==> src/rtl/ps2_key_pkg.sv <==
// Shared types and constants for the ps2_key event decoder.
// Pause handling in the decoder depends on the PS2_PAUSE_EN macro.
package ps2_key_pkg;

    // One normalised key event as it sits in the event FIFO.
    typedef struct packed {
        logic [7:0] code;
        logic       ext;
        logic       pressed;
    } ps2_evt_t;

    localparam logic [7:0] PS2_EXT        = 8'hE0;
    localparam logic [7:0] PS2_BRK        = 8'hF0;
    localparam logic [7:0] PS2_PAUSE      = 8'hE1;
    localparam logic [7:0] PS2_PAUSE_CODE = 8'h77;

    typedef enum logic [1:0] {
        IDLE,
        SCAN,
        EMIT
    } ps2_state_e;

    // Byte values that can never be the final scan code of an event.
    function automatic logic is_reserved(input logic [7:0] b);
        return (b == 8'h00) || (b == PS2_EXT) || (b == PS2_BRK) || (b == PS2_PAUSE);
    endfunction

endpackage

==> src/rtl/ps2_key_decoder_if.sv <==
// Event read-out bundle between the decoder (master) and the keyboard-matrix logic (slave).
interface ps2_key_decoder_if #(
    parameter int FIFO_BITS = 4
);
    logic                 ev_valid;
    logic [7:0]           ev_code;
    logic                 ev_ext;
    logic                 ev_pressed;
    logic                 ev_rd;
    logic [FIFO_BITS:0]   ev_count;
    logic                 ev_ovf;
    logic                 ovf_clr;

    modport master (
        output ev_valid, ev_code, ev_ext, ev_pressed, ev_count, ev_ovf,
        input  ev_rd, ovf_clr
    );

    modport slave (
        input  ev_valid, ev_code, ev_ext, ev_pressed, ev_count, ev_ovf,
        output ev_rd, ovf_clr
    );
endinterface

==> src/rtl/ps2_evt_fifo.sv <==
// Synchronous show-ahead FIFO of key events; a push into a full FIFO is dropped
// unless a pop happens in the same cycle.
module ps2_evt_fifo
    import ps2_key_pkg::*;
#(
    parameter int FIFO_BITS = 4
) (
    input  logic               clk_sys,
    input  logic               reset,
    input  logic               push,
    input  ps2_evt_t           push_evt,
    input  logic               pop,
    output ps2_evt_t           head_evt,
    output logic               empty,
    output logic               full,
    output logic [FIFO_BITS:0] count
);
    localparam int DEPTH = 1 << FIFO_BITS;
    localparam logic [FIFO_BITS:0] FULL_COUNT = {1'b1, {FIFO_BITS{1'b0}}};

    ps2_evt_t             mem [DEPTH];
    logic [FIFO_BITS-1:0] wr_ptr;
    logic [FIFO_BITS-1:0] rd_ptr;
    logic                 push_ok;
    logic                 pop_ok;

    assign empty    = (count == '0);
    assign full     = (count == FULL_COUNT);
    assign push_ok  = push && (!full || pop);
    assign pop_ok   = pop && !empty;
    assign head_evt = empty ? '0 : mem[rd_ptr];

    // Pointers wrap naturally; count tracks the occupancy including the full state.
    always_ff @(posedge clk_sys) begin
        if (reset) begin
            wr_ptr <= '0;
            rd_ptr <= '0;
            count  <= '0;
        end else begin
            if (push_ok) begin
                wr_ptr <= wr_ptr + 1'b1;
            end
            if (pop_ok) begin
                rd_ptr <= rd_ptr + 1'b1;
            end
            case ({push_ok, pop_ok})
                2'b10:   count <= count + 1'b1;
                2'b01:   count <= count - 1'b1;
                default: count <= count;
            endcase
        end
    end

    // Event storage; left unreset because the head is masked while empty.
    always_ff @(posedge clk_sys) begin
        if (push_ok) begin
            mem[wr_ptr] <= push_evt;
        end
    end

endmodule

==> src/rtl/ps2_key_decoder.sv <==
// ps2_key_decoder: turns each toggle of the hps_io ps2_key word into one key event
// and queues it for the core. Define PS2_PAUSE_EN to report Pause (E1 sequence)
// as a single make of E0 77; without it, Pause words are discarded.
module ps2_key_decoder
    import ps2_key_pkg::*;
#(
    parameter int FIFO_BITS = 4
) (
    input  logic        clk_sys,
    input  logic        reset,
    input  logic [64:0] ps2_key,
    ps2_key_decoder_if.master evt
);
    ps2_state_e         state;
    ps2_state_e         state_nxt;
    logic               prev_tgl;
    logic               toggle;
    logic [63:0]        work_word;
    logic [63:0]        pend_word;
    logic               pend_full;
    logic [2:0]         byte_idx;
    logic [7:0]         scan_byte;
    logic               flag_ext;
    logic               flag_brk;
    logic               flag_pause;
    logic               start_scan;
    logic               cap_drop;
    logic               emit_push;
    ps2_evt_t           emit_evt;
    ps2_evt_t           head_evt;
    logic               fifo_empty;
    logic               fifo_full;
    logic               fifo_drop;
    logic [FIFO_BITS:0] fifo_count;

    assign toggle     = ps2_key[64] ^ prev_tgl;
    assign scan_byte  = work_word[{byte_idx, 3'b000} +: 8];
    assign start_scan = (state == IDLE) && (state_nxt == SCAN);
    assign cap_drop   = toggle && (state != IDLE) && pend_full;
    assign fifo_drop  = emit_push && fifo_full && !evt.ev_rd;

    // Toggle reference and FSM state; reset re-syncs the reference so it never fires.
    always_ff @(posedge clk_sys) begin
        if (reset) begin
            prev_tgl <= ps2_key[64];
            state    <= IDLE;
        end else begin
            prev_tgl <= ps2_key[64];
            state    <= state_nxt;
        end
    end

    // Capture: idle engine takes the word directly, busy engine parks it in pending.
    always_ff @(posedge clk_sys) begin
        if (reset) begin
            work_word <= '0;
            pend_word <= '0;
            pend_full <= 1'b0;
        end else if (state == IDLE) begin
            if (pend_full) begin
                work_word <= pend_word;
                pend_full <= toggle;
                if (toggle) begin
                    pend_word <= ps2_key[63:0];
                end
            end else if (toggle) begin
                work_word <= ps2_key[63:0];
            end
        end else if (toggle && !pend_full) begin
            pend_word <= ps2_key[63:0];
            pend_full <= 1'b1;
        end
    end

    // Walk prefix bytes 7..1 of the work word, collecting the modifier flags.
    always_ff @(posedge clk_sys) begin
        if (reset) begin
            byte_idx   <= 3'd7;
            flag_ext   <= 1'b0;
            flag_brk   <= 1'b0;
            flag_pause <= 1'b0;
        end else if (start_scan) begin
            byte_idx   <= 3'd7;
            flag_ext   <= 1'b0;
            flag_brk   <= 1'b0;
            flag_pause <= 1'b0;
        end else if (state == SCAN) begin
            byte_idx <= byte_idx - 3'd1;
            case (scan_byte)
                PS2_EXT:   flag_ext   <= 1'b1;
                PS2_BRK:   flag_brk   <= 1'b1;
                PS2_PAUSE: flag_pause <= 1'b1;
                default:   ;
            endcase
        end
    end

    // Next-state logic: pending work has priority, scan runs seven bytes, emit lasts one cycle.
    always_comb begin
        state_nxt = state;
        case (state)
            IDLE:    if (pend_full || toggle) state_nxt = SCAN;
            SCAN:    if (byte_idx == 3'd1) state_nxt = EMIT;
            EMIT:    state_nxt = IDLE;
            default: state_nxt = IDLE;
        endcase
    end

    // Build the event in EMIT from byte 0 and the flags; reserved codes never reach the FIFO.
    always_comb begin
        emit_push = 1'b0;
        emit_evt  = '0;
        if (state == EMIT) begin
`ifdef PS2_PAUSE_EN
            if (flag_pause) begin
                emit_push        = 1'b1;
                emit_evt.code    = PS2_PAUSE_CODE;
                emit_evt.ext     = 1'b1;
                emit_evt.pressed = 1'b1;
            end else if (!is_reserved(work_word[7:0])) begin
                emit_push        = 1'b1;
                emit_evt.code    = work_word[7:0];
                emit_evt.ext     = flag_ext;
                emit_evt.pressed = ~flag_brk;
            end
`else
            if (!flag_pause && !is_reserved(work_word[7:0])) begin
                emit_push        = 1'b1;
                emit_evt.code    = work_word[7:0];
                emit_evt.ext     = flag_ext;
                emit_evt.pressed = ~flag_brk;
            end
`endif
        end
    end

    ps2_evt_fifo #(
        .FIFO_BITS (FIFO_BITS)
    ) u_fifo (
        .clk_sys  (clk_sys),
        .reset    (reset),
        .push     (emit_push),
        .push_evt (emit_evt),
        .pop      (evt.ev_rd),
        .head_evt (head_evt),
        .empty    (fifo_empty),
        .full     (fifo_full),
        .count    (fifo_count)
    );

    assign evt.ev_valid   = ~fifo_empty;
    assign evt.ev_code    = head_evt.code;
    assign evt.ev_ext     = head_evt.ext;
    assign evt.ev_pressed = head_evt.pressed;
    assign evt.ev_count   = fifo_count;

    // Sticky overflow: any lost capture or event sets it, and setting beats clearing.
    always_ff @(posedge clk_sys) begin
        if (reset) begin
            evt.ev_ovf <= 1'b0;
        end else if (cap_drop || fifo_drop) begin
            evt.ev_ovf <= 1'b1;
        end else if (evt.ovf_clr) begin
            evt.ev_ovf <= 1'b0;
        end
    end

endmodule

==> src/flat_wrapper.sv <==
// flat-port wrapper written by rule: the top's interface ports become plain ports
module ps2_key_decoder_flat import ps2_key_pkg::*;
#(
    parameter int FIFO_BITS = 4
)
  (clk_sys, reset, ps2_key, evt_ev_valid, evt_ev_code, evt_ev_ext, evt_ev_pressed, evt_ev_count, evt_ev_ovf, evt_ev_rd, evt_ovf_clr);
  ps2_key_decoder_if #(.FIFO_BITS(FIFO_BITS)) evt_i ();
  input  logic clk_sys;
  input  logic reset;
  input  logic [64:0] ps2_key;
  output wire logic [$bits(evt_i.ev_valid)-1:0] evt_ev_valid;
  output wire logic [$bits(evt_i.ev_code)-1:0] evt_ev_code;
  output wire logic [$bits(evt_i.ev_ext)-1:0] evt_ev_ext;
  output wire logic [$bits(evt_i.ev_pressed)-1:0] evt_ev_pressed;
  output wire logic [$bits(evt_i.ev_count)-1:0] evt_ev_count;
  output wire logic [$bits(evt_i.ev_ovf)-1:0] evt_ev_ovf;
  input wire logic [$bits(evt_i.ev_rd)-1:0] evt_ev_rd;
  input wire logic [$bits(evt_i.ovf_clr)-1:0] evt_ovf_clr;
  assign evt_ev_valid = evt_i.ev_valid;
  assign evt_ev_code = evt_i.ev_code;
  assign evt_ev_ext = evt_i.ev_ext;
  assign evt_ev_pressed = evt_i.ev_pressed;
  assign evt_ev_count = evt_i.ev_count;
  assign evt_ev_ovf = evt_i.ev_ovf;
  assign evt_i.ev_rd = evt_ev_rd;
  assign evt_i.ovf_clr = evt_ovf_clr;
  ps2_key_decoder #(.FIFO_BITS(FIFO_BITS)) u_core (.clk_sys(clk_sys), .reset(reset), .ps2_key(ps2_key), .evt(evt_i));
endmodule
==> config.mk <==
export PLATFORM = sky130hd
export DESIGN_NAME = ps2_key_decoder_flat
export DESIGN_NICKNAME = d
export VERILOG_FILES = /design/src/rtl/ps2_key_pkg.sv /design/src/rtl/ps2_key_decoder_if.sv /design/src/rtl/ps2_evt_fifo.sv /design/src/rtl/ps2_key_decoder.sv /design/src/flat_wrapper.sv
export SDC_FILE = /design/constraint.sdc
export NUM_CORES = 1
export LEC_CHECK = 0
export BUFFER_PORTS_ARGS = -buffer_cell sky130_fd_sc_hd__buf_4
export CELL_PAD_IN_SITES_DETAIL_PLACEMENT = 0
export CELL_PAD_IN_SITES_GLOBAL_PLACEMENT = 1
export CORE_MARGIN = 4
export CORE_UTILIZATION = 44
export DETAILED_ROUTE_END_ITERATION = 16
export PLACE_DENSITY_LB_ADDON = 0.1
export SLEW_MARGIN = 20
export SYNTH_ARGS = -nofsm -noshare
export SYNTH_HDL_FRONTEND = slang
export SYNTH_HIERARCHICAL = 1
export SYNTH_SLANG_ARGS = --single-unit
==> constraint.sdc <==
create_clock -name clk_sys -period 3.27 [get_ports clk_sys]
set_input_delay 0.1635 -clock clk_sys [delete_from_list [all_inputs] [get_ports clk_sys]]
set_output_delay 0.1635 -clock clk_sys [all_outputs]
set_load 0.05 [all_outputs]
== Word-level counts from Yosys, hierarchy flattened ==
Memories as Yosys holds them, arrays and structs flattened. A register that Yosys moved wholly into a read port is not among the register bits.
Index checks and enable logic that the tools add are counted.
Word-level totals
  word-level logic and storage cells: 96
  memories: 1
  output and inout bits: 17
  latch bits: 0
  bits of input ports: 69
  memory bits (read-only): 0
  RAM bits: 160
  flip-flop bits (word level): 152
Memories
  u_core.u_fifo.mem: depth 16, width 10, read ports 1, clocked after memory_dff 1, wr ports 1, line ps2_evt_fifo.sv:21  | ps2_evt_t mem [DEPTH];
Cells by class
  reduce and logical (&&, ||, !) cells: 35
  magnitude comparators: 0
  multiply operators: 0
  equal/unequal tests: 15
  bitwise operators: 3
  div/mod/pow operators: 0
  muxes and demuxes: 23
  add/subtract/negate cells: 5
  shifts and indexed selects: 1
Operators by type and width (count)
  two-way mux 64 bit: 5
  variable part select 64 x 7 -> 8 bit: 1
  equality test 8 bit (second input constant): 6
  two-way mux 10 bit: 3
  one-hot mux 5 bit (2 select lines): 1
  nonzero test 2 bit: 5
  logical AND 1 bit: 9
  two-way mux 1 bit: 9
  adder 4 x 1 -> 4 bit (second input constant): 2
  logical NOT 8 bit: 1
  two-way mux 4 bit: 2
  AND reduction 2 bit: 4
  equality test 2 x 1 -> 1 bit (second input constant): 3
  logical NOT 1 bit: 6
  logical OR 1 bit: 6
  adder 5 x 1 -> 5 bit (second input constant): 1
  equality test 5 bit (second input constant): 1
  logical NOT 5 bit: 1
  subtractor 5 x 1 -> 5 bit (second input constant): 1
  equality test 2 bit (second input constant): 2
  two-way mux 2 bit: 2
  inequality test 2 x 1 -> 1 bit (second input constant): 2
  one-hot mux 2 bit (2 select lines): 1
  equality test 3 x 1 -> 1 bit (second input constant): 1
  other kinds (6): 7

== Logic depth before layout (Yosys ltp) ==
Gate-level depths: netlist (run 1).
  depth after elaboration: 12
  gate-level depth with buffers: 14
  gate-level depth less buffers: 12

== Modules after synthesis ==
Netlist (run 1), hierarchy kept.
Modules (own cells, without submodules)
  ps2_evt_fifo: times used 1, seq. area each 5144.9 um^2, cells each 386, area an instance 7239.4 um^2
  ps2_key_decoder: times used 1, seq. area each 2782.7 um^2, cells each 677, area an instance 5789.3 um^2

== Least setup slack after synthesis (run 1) ==
No wires, ideal clock.
  path kind: reg-to-reg
  start: register u_core.work_word[4]
  end: register u_core.u_fifo.count[4]
  setup slack: 112 ps
  buffers on the path: 2
  arrival time: 3095 ps
  cell stages (with the launch flop): 15
  period minus slack after synthesis: 3158 ps
  cells stage by stage: dfxtp_1 > or4_1 > a21oi_1 > nor2_1 > o21a_1 > a21bo_2 > buf_4 > ha_1 > buf_2 > xor2_1 > ha_1 > o21ai_0 > or3_1 > a2111o_1 > nand4_1
Between the ends
  longest elaborated chain between the ends: 11
  elaborated cells on any way between the ends: 16
  those cells by class: eq/ne (5); mux (3); reduce/logical (8)
Ends and longest elaborated chain
  start, declared: line ps2_key_decoder.sv:18  | logic [63:0] work_word;
  start signal, assigned: line ps2_key_decoder.sv:61  | work_word <= pend_word;
  start signal, assigned: line ps2_key_decoder.sv:67  | work_word <= ps2_key[63:0];
  equality test 8 bit or logical NOT 8 bit (tied branches): line ps2_key_pkg.sv:25  | return (b == 8'h00) || (b == PS2_EXT) || (b == PS2_BRK) || (b == PS2_PAUSE);
  logical OR 1 bit (2 in series): line ps2_key_pkg.sv:25
  logical OR 1 bit (*): line ps2_key_pkg.sv:25
  logical NOT 1 bit (*): line ps2_key_decoder.sv:127  | if (!flag_pause && !is_reserved(work_word[7:0])) begin
  logical AND 1 bit (*): line ps2_key_decoder.sv:127
  two-way mux 1 bit (*): line ps2_key_decoder.sv:127
  two-way mux 1 bit (*): line ps2_key_decoder.sv:113  | if (state == EMIT) begin
  net u_core.emit_push: line ps2_key_decoder.sv:28  | logic emit_push;
  logical AND 1 bit (*): line ps2_evt_fifo.sv:29  | assign push_ok = push && (!full || pop);
  equality test 2 x 1 -> 1 bit or equality test 2 bit (tied branches): line ps2_evt_fifo.sv:46  | case ({push_ok, pop_ok})
  one-hot mux 5 bit (2 select lines) or nonzero test 2 bit (tied branches)
  end signal, assigned: line ps2_evt_fifo.sv:47  | 2'b10: count <= count + 1'b1;
  end signal, assigned: line ps2_evt_fifo.sv:48  | 2'b01: count <= count - 1'b1;
  end signal, assigned: line ps2_evt_fifo.sv:49  | default: count <= count;
  end, declared: line ps2_evt_fifo.sv:16  | output logic [FIFO_BITS:0] count
Mark *: on every way through the listed nets, which the timed path passes. The rest lies on a longest branch.
A chain may end at the register's enable or synchronous reset.

== Worst setup path in the final report (run 1) ==
Ends and elaborated chain as after synthesis.

==> results of run 1 <==
worst register-to-register path, cell delays in order, from the launching register on:
cell	delay, ps
dfxtp_1	340
or4_1	520
a21oi_1	140
nor2_1	70
o21a_1	190
a21bo_2	200
ha_1	180
buf_4	160
ha_1	170
o21ai_0	90
or3_1	360
a2111o_1	370
nand4_1	70
kinds of logic (layout without fill, tap and decap cells):
logic type | Yosys count | count (layout)
mux | 130 | 130
compound gates | 186 | 186
buf+inv | 81 | 243
flops | 316 | 316
fa+ha+maj | 11 | 11
simple gates | 326 | 326
xor+xnor | 13 | 13
layout make-up:
cell class	count	area share, %
Clock buffer	46	6.39
Clock inverter	13	0.721
Inverter	9	0.214
Multi-Input combinational cell	666	30.0
Sequential cell	316	50.2
Tap cell	384	3.04
Timing Repair Buffer	175	9.44
sequential cells by signal, indices dropped and copies added, names as in the netlist, named ones only:
name	flops
u_core/flag_brk	1
u_core/state	2
u_core/work_word	64
u_core/evt.ev_ovf	1
u_core/u_fifo/count	5
u_core/byte_idx	3
u_core/pend_full	1
u_core/pend_word	64
u_core/flag_ext	1
u_core/flag_pause	1
u_core/u_fifo/wr_ptr	4
u_core/u_fifo/mem	160
u_core/u_fifo/rd_ptr	4
u_core/prev_tgl	1
final timing paths:
kind | from | endpoint | cells after the start
max | u_core/work_word[4]$_SDFFE_PP0P_ | u_core/u_fifo/count[4]$_SDFFE_PP0P_ | 12
min | evt_ev_rd | u_core/u_fifo/rd_ptr[0]$_SDFFE_PP0P_ | 4
max reg2reg | u_core/work_word[4]$_SDFFE_PP0P_ | u_core/u_fifo/count[4]$_SDFFE_PP0P_ | 12
min reg2reg | u_core/work_word[52]$_SDFFE_PP0P_ | u_core/work_word[52]$_SDFFE_PP0P_ | 2
metrics by stage:
step	std cells	hold slack (ps)
5_1_grt	1609	106
6_report	1609	99.9
4_1_cts	1609	69.4
3_3_place_gp	1484	285
2_1_floorplan	1063	191
3_5_place_dp	1484	288
power by group:
part | internal (mW) | switching [mW] | total [mW]
clock network | 2.32 | 1.47 | 3.79
registers | 4.31 | 0.117 | 4.43
logic | 0.350 | 0.457 | 0.807
total | 6.98 | 2.04 | 9.02
timing repair:
action / in CTS / in global routing
buffers inserted: 0 / 0
hold buffers: 66 / 0
gates resized for setup: 0 / 0
endpoints found under the setup margin: 0 / 0
hold endpoints to repair: 128 / 0
routing by layer:
metal / routed length, um / GRT usage [%] / part of all wire (%) / vias up
met5: 0 / 0 / 0 / -
met4: 608 / 4.42 / 2.1 / 0
met3: 990 / 2.56 / 3.4 / 45
met2: 14600 / 31.0 / 50 / 140
met1: 13100 / 24.2 / 45 / 4042
li1: - / - / - / 4133
placed cells by master, fill, tap and decap left out, types with 3 or more instances in the layout:
| cell | netlist | final |
|---|---|---|
| nor3b_1 | 3 | 3 |
| clkinv_1 | 0 | 6 |
| a211oi_1 | 18 | 18 |
| mux4_2 | 38 | 38 |
| or3_1 | 3 | 3 |
| clkbuf_16 | 0 | 37 |
| and3_1 | 5 | 5 |
| mux4_1 | 8 | 8 |
| xor2_1 | 6 | 6 |
| o21ai_0 | 70 | 70 |
| a21oi_1 | 71 | 71 |
| clkbuf_1 | 39 | 4 |
| nand2b_1 | 6 | 5 |
| and2_1 | 15 | 14 |
| buf_4 | 6 | 108 |
| mux2i_1 | 81 | 81 |
| ha_1 | 11 | 11 |
| mux2_2 | 3 | 3 |
| nand4_1 | 8 | 8 |
| dfxtp_1 | 156 | 153 |
| dlygate4sd3_1 | 0 | 66 |
| nor3_1 | 5 | 5 |
| nand2_1 | 212 | 211 |
| nor2b_1 | 16 | 16 |
| nor2_1 | 31 | 29 |
| nand3_1 | 9 | 9 |
| inv_1 | 8 | 8 |
| edfxtp_1 | 160 | 160 |
| xnor2_1 | 7 | 7 |
| clkinv_2 | 0 | 3 |
| clkbuf_8 | 0 | 5 |
==> impl_metrics.yaml, run 1 <==
floorplan:
  start_util_pct: 45.0
  die_w_um: 180
  num_rows: 62
  dieArea_um2: 32400
  core_um2: 28900
  ios: 86
  die_h_um: 180
logic_synthesis:
  synthMuxAreaShare_pct: 14.7
  synth_compound_area_share_pct: 8.34
  synth_ff_type: "edfxtp_1"
  ys_ff_latch: 316
  syn_inst: 1063
  syn_nets: 1143
  avgSynthCellArea_um2: 12.3
  synth_commonest_cells: "nand2_1, edfxtp_1, dfxtp_1, mux2i_1, a21oi_1"
  yosys.area.top_type: "edfxtp_1"
  netlist_area_um2: 13000
  synthArstFlopShare_pct: 0
  synth_area_leaders: "edfxtp_1, dfxtp_1, mux4_2"
  ys_seq_area_share_pct: 60.8
  synth_top_family_by_area: "multiplexers"
  yosys_warnings: 6
  yosys.cell_types.count: 62
  synth_fa_ha_area_share_pct: 1.06
  yosys.area.top_type_share_pct: 36.9
  yosysMostFrequentCell: "nand2_1"
  synth_simple_gate_area_share_pct: 11.3
  synth-xor-area-share_pct: 0.874
  synth-edff-count: 160
placed_design:
  dpl_cell_area_um2: 14000
  port_buffers: 85
  post-place-ws_ps: 354
  place.gp.congestion: 0.749
  hpwlAfterDp_mm: 18.4
worst_setup_path:
  path_buf_inv: 1
  endpoint_kind: "flop"
  cp_top_family: "simple AND/OR/NAND/NOR gates"
  timing.reg2reg.setup_slack_ps: 350
  max_stage_delay_ps: 520
  worstSetupPathType: "reg -> reg"
  worst_setup_path_start_kind: "flop"
  path_cells: "or4_1, a21oi_1, nor2_1, o21a_1, a21bo_2, ha_1, buf_4, ha_1, o21ai_0, or3_1, a2111o_1, nand4_1"
  cp.arrival_ps: 3360
  slowest_stage: "or4_1"
  cp_max_fo: 8
  cpMostUsedCell: "ha_1"
  crit_required_ps: 3700
pwr:
  vdd_drop_max_mv: 0.289
  power_mw: 9.02
  powerDensity_nw_per_um2: 571
  p_leak_nw: 5.39
clock_network:
  cts_root_buf: "clkbuf_16"
  cts_buffer_depth: 3
  cts_sinks: 316
  numCtsBuffers: 35
  cts_tree: "done"
  htree_levels: 2
  clkLatencyLatePin_ps: 500
  cts.clk_slew.worst_paths_ps: 60
timing:
  finalCritPeriodShare_pct: 89.4
  finalHoldViolCount: 0
  tightest_slew_ps: 1120
  final.setup.tns_ps: 0
  max_freq_ghz: 0.342
  slew_violations: 0
  rsz0062_at_grt: "no"
  slew_headroom_pct: 24.9
  report.final.setup_viol: 0
  layout_setup_ws_ps: 345
  fin_skew_ps: 9.09
  fin_crit_ps: 2920
cells_and_area:
  seq_area_um2: 7930
  final_area_um2: 15800
  drive_gt1_share_pct: 17.9
  fillers: 2481
  insertedDiodeCount: 0
  area_delta_synth_final_pct: 21.3
  final_core_util_pct: 54.6
  nNetsFinal: 1283
  multi_input_area_um2: 4740
flow_run:
  drv_cap: 0
global_routing:
  antenna_found_initial: 0
  grt_max_degree: 66
  first_global_vias: 8371
  grt_overflow: 0
  grt_pass1_wl_mm: 46.9
  track_usage_pct: 18.0
routing:
  ant_nets: 0
  drtIter0Drc: 503
  dr_total_vias: 8360
  finalWirelength_mm: 29.3
  viasPerCell: 5.20
  route.detailed.drc: 0
  wl_per_cell_um: 18.2
  firstDrtPassIters: 5
outcome:
  run_status: "completed"
hold_path:
  hold_class: "in -> reg"
(Power assumes the default switching activity.)
==> run 2: changes to the inputs <==
Settings changed: CORE_UTILIZATION 44 to 30.
==> run 2 against run 1 <==
Sequential share of layout area shrank 1.3 points. Total power is 4.5% higher. Routed wire length grew 16%. Clock skew is 15 ps higher. Cell count up 13%. Cell area up 2.6%.
==> impl_metrics.yaml, run 2 (synthesis results as in run 1) <==
cells_and_area:
  drive_gt1_share_pct: 18.4
  largest_reg_flops: 160
  insertedDiodeCount: 0
  fillers: 4250
  layout_common_cells: "nand2_1, edfxtp_1, dfxtp_1"
  final_common_cell: "nand2_1"
  instances_no_fill: 1821
  largest-register: "u_core/u_fifo/mem"
  nNetsFinal: 1288
  top_regs: "u_core/u_fifo/mem x160, u_core/pend_word x64, u_core/work_word x64"
  area_delta_synth_final_pct: 24.5
global_routing:
  grt_max_degree: 69
  first_global_vias: 8482
  grt_overflow: 0
  antenna_found_initial: 0
  track_usage_pct: 14.4
  grt_pass1_wl_mm: 52.1
clock_network:
  numCtsBuffers: 38
  cts.clk_slew.worst_paths_ps: 50
  cts_sinks: 316
  clkLatencyLatePin_ps: 550
  cts_tree: "done"
  postCtsHoldBufs: 66
  cts_resized: 0
  cts_root_buf: "clkbuf_16"
  htree_levels: 2
  post_cts_buffers: 0
  cts_buffer_depth: 3
pwr:
  power_mw: 9.43
  p_leak_nw: 5.48
  powerDensity_nw_per_um2: 582
  vdd_drop_max_mv: 0.300
routing:
  wl_per_cell_um: 18.6
  dr_total_vias: 8397
  viasPerCell: 4.61
  drtIter0Drc: 454
  ant_nets: 0
  finalWirelength_mm: 33.9
  route.detailed.drc: 0
  firstDrtPassIters: 4
worst_setup_path:
  cp_top_family: "simple AND/OR/NAND/NOR gates"
  cp_max_fo: 8
  timing.reg2reg.setup_slack_ps: 320
  cp.arrival_ps: 3420
  worstSetupPathType: "reg -> reg"
  max_stage_delay_ps: 520
  crit_required_ps: 3750
  endpoint_kind: "flop"
  slowest_stage: "or4_1"
  path_cells: "or4_1, a21oi_1, nor2_1, o21a_1, a21bo_2, ha_1, buf_4, ha_1, o21ai_0, or3_1, a2111o_1, nand4_1"
  cpMostUsedCell: "ha_1"
  worst_setup_path_start_kind: "flop"
  path_buf_inv: 1
timing:
  finalHoldViolCount: 0
  slew_headroom_pct: 29.6
  max_freq_ghz: 0.339
  rsz0062_at_grt: "no"
  fin_crit_ps: 2950
  finalCritPeriodShare_pct: 90.2
  report.final.setup_viol: 0
  layout_setup_ws_ps: 322
  fin_skew_ps: 24.4
  slew_violations: 0
  tightest_slew_ps: 1050
  final.setup.tns_ps: 0
  hold_slack_ps: 33.8
floorplan:
  die_h_um: 216
  core_um2: 43000
  die_w_um: 216
  start_util_pct: 30.3
  dieArea_um2: 46800
  ios: 86
  num_rows: 76
placed_design:
  post-place-ws_ps: 339
  port_buffers: 85
  place_inst: 1687
  place.gp.congestion: 0.731
  hpwlAfterDp_mm: 21.5
hold_path:
  hold_class: "in -> reg"
flow_run:
  drv_cap: 0
outcome:
  run_status: "completed"
run 2: cell types whose count changed in the layout (fill, tap and decap cells not counted), moves of 2 or more:
cell | previous run | this run
bufinv_16 | 2 | 0
clkinv_2 | 3 | 5
buf_12 | 1 | 3
clkbuf_1 | 4 | 12
clkinv_1 | 6 | 0
clkbuf_8 | 5 | 9
clkbuf_16 | 37 | 42
run 2: final timing paths:
kind / cells past startpoint / end / from
worst max register to register: 12 / u_core/u_fifo/count[4]$_SDFFE_PP0P_ / u_core/work_word[4]$_SDFFE_PP0P_
worst min register to register: 2 / u_core/work_word[51]$_SDFFE_PP0P_ / u_core/work_word[51]$_SDFFE_PP0P_
worst max-delay path: 12 / u_core/u_fifo/count[4]$_SDFFE_PP0P_ / u_core/work_word[4]$_SDFFE_PP0P_
worst min-delay path: 2 / u_core/pend_word[34]$_SDFFE_PP0P_ / reset
run 2: metrics by stage:
| step | cell area [um^2] | utilization (%) |
|---|---|---|
| detailed placement | 14300 | 33.3 |
| floorplan | 13000 | - |
| CTS | 16200 | 37.7 |
| global placement | 14300 | 33.3 |
| finish | 16200 | 37.7 |
| global route | 16200 | 37.7 |
run 2: power by group:
part           total [mW]  switching (mW)  internal, mW
Combinational       0.822           0.465         0.357
Clock                4.16            1.62          2.54
Sequential           4.45           0.137          4.32
run 2: worst register-to-register path, cell delays in order, from the launching register on:
cell      delay, ps
dfxtp_1         340
or4_1           520
a21oi_1         130
nor2_1           80
o21a_1          200
a21bo_2         210
ha_1            180
buf_4           160
ha_1            170
o21ai_0          80
or3_1           360
a2111o_1        380
nand4_1          70
run 2: final cells by class:
type / instances / area [um^2] / area share (%)
clock inverters: 5 / 25.0 / 0.154
repair buffers: 177 / 1530 / 9.44
flip-flops and latches: 316 / 7930 / 48.9
well taps: 585 / 732 / 4.51
inverters: 9 / 33.8 / 0.208
multi-input cells: 666 / 4740 / 29.2
clock buffers: 63 / 1220 / 7.52
run 2: metal layers:
layer  track usage, %  share of wire, %
met1             19.2                45
met2             24.3                49
met3             2.17               3.3
met4             4.78               2.2
met5                0                 0
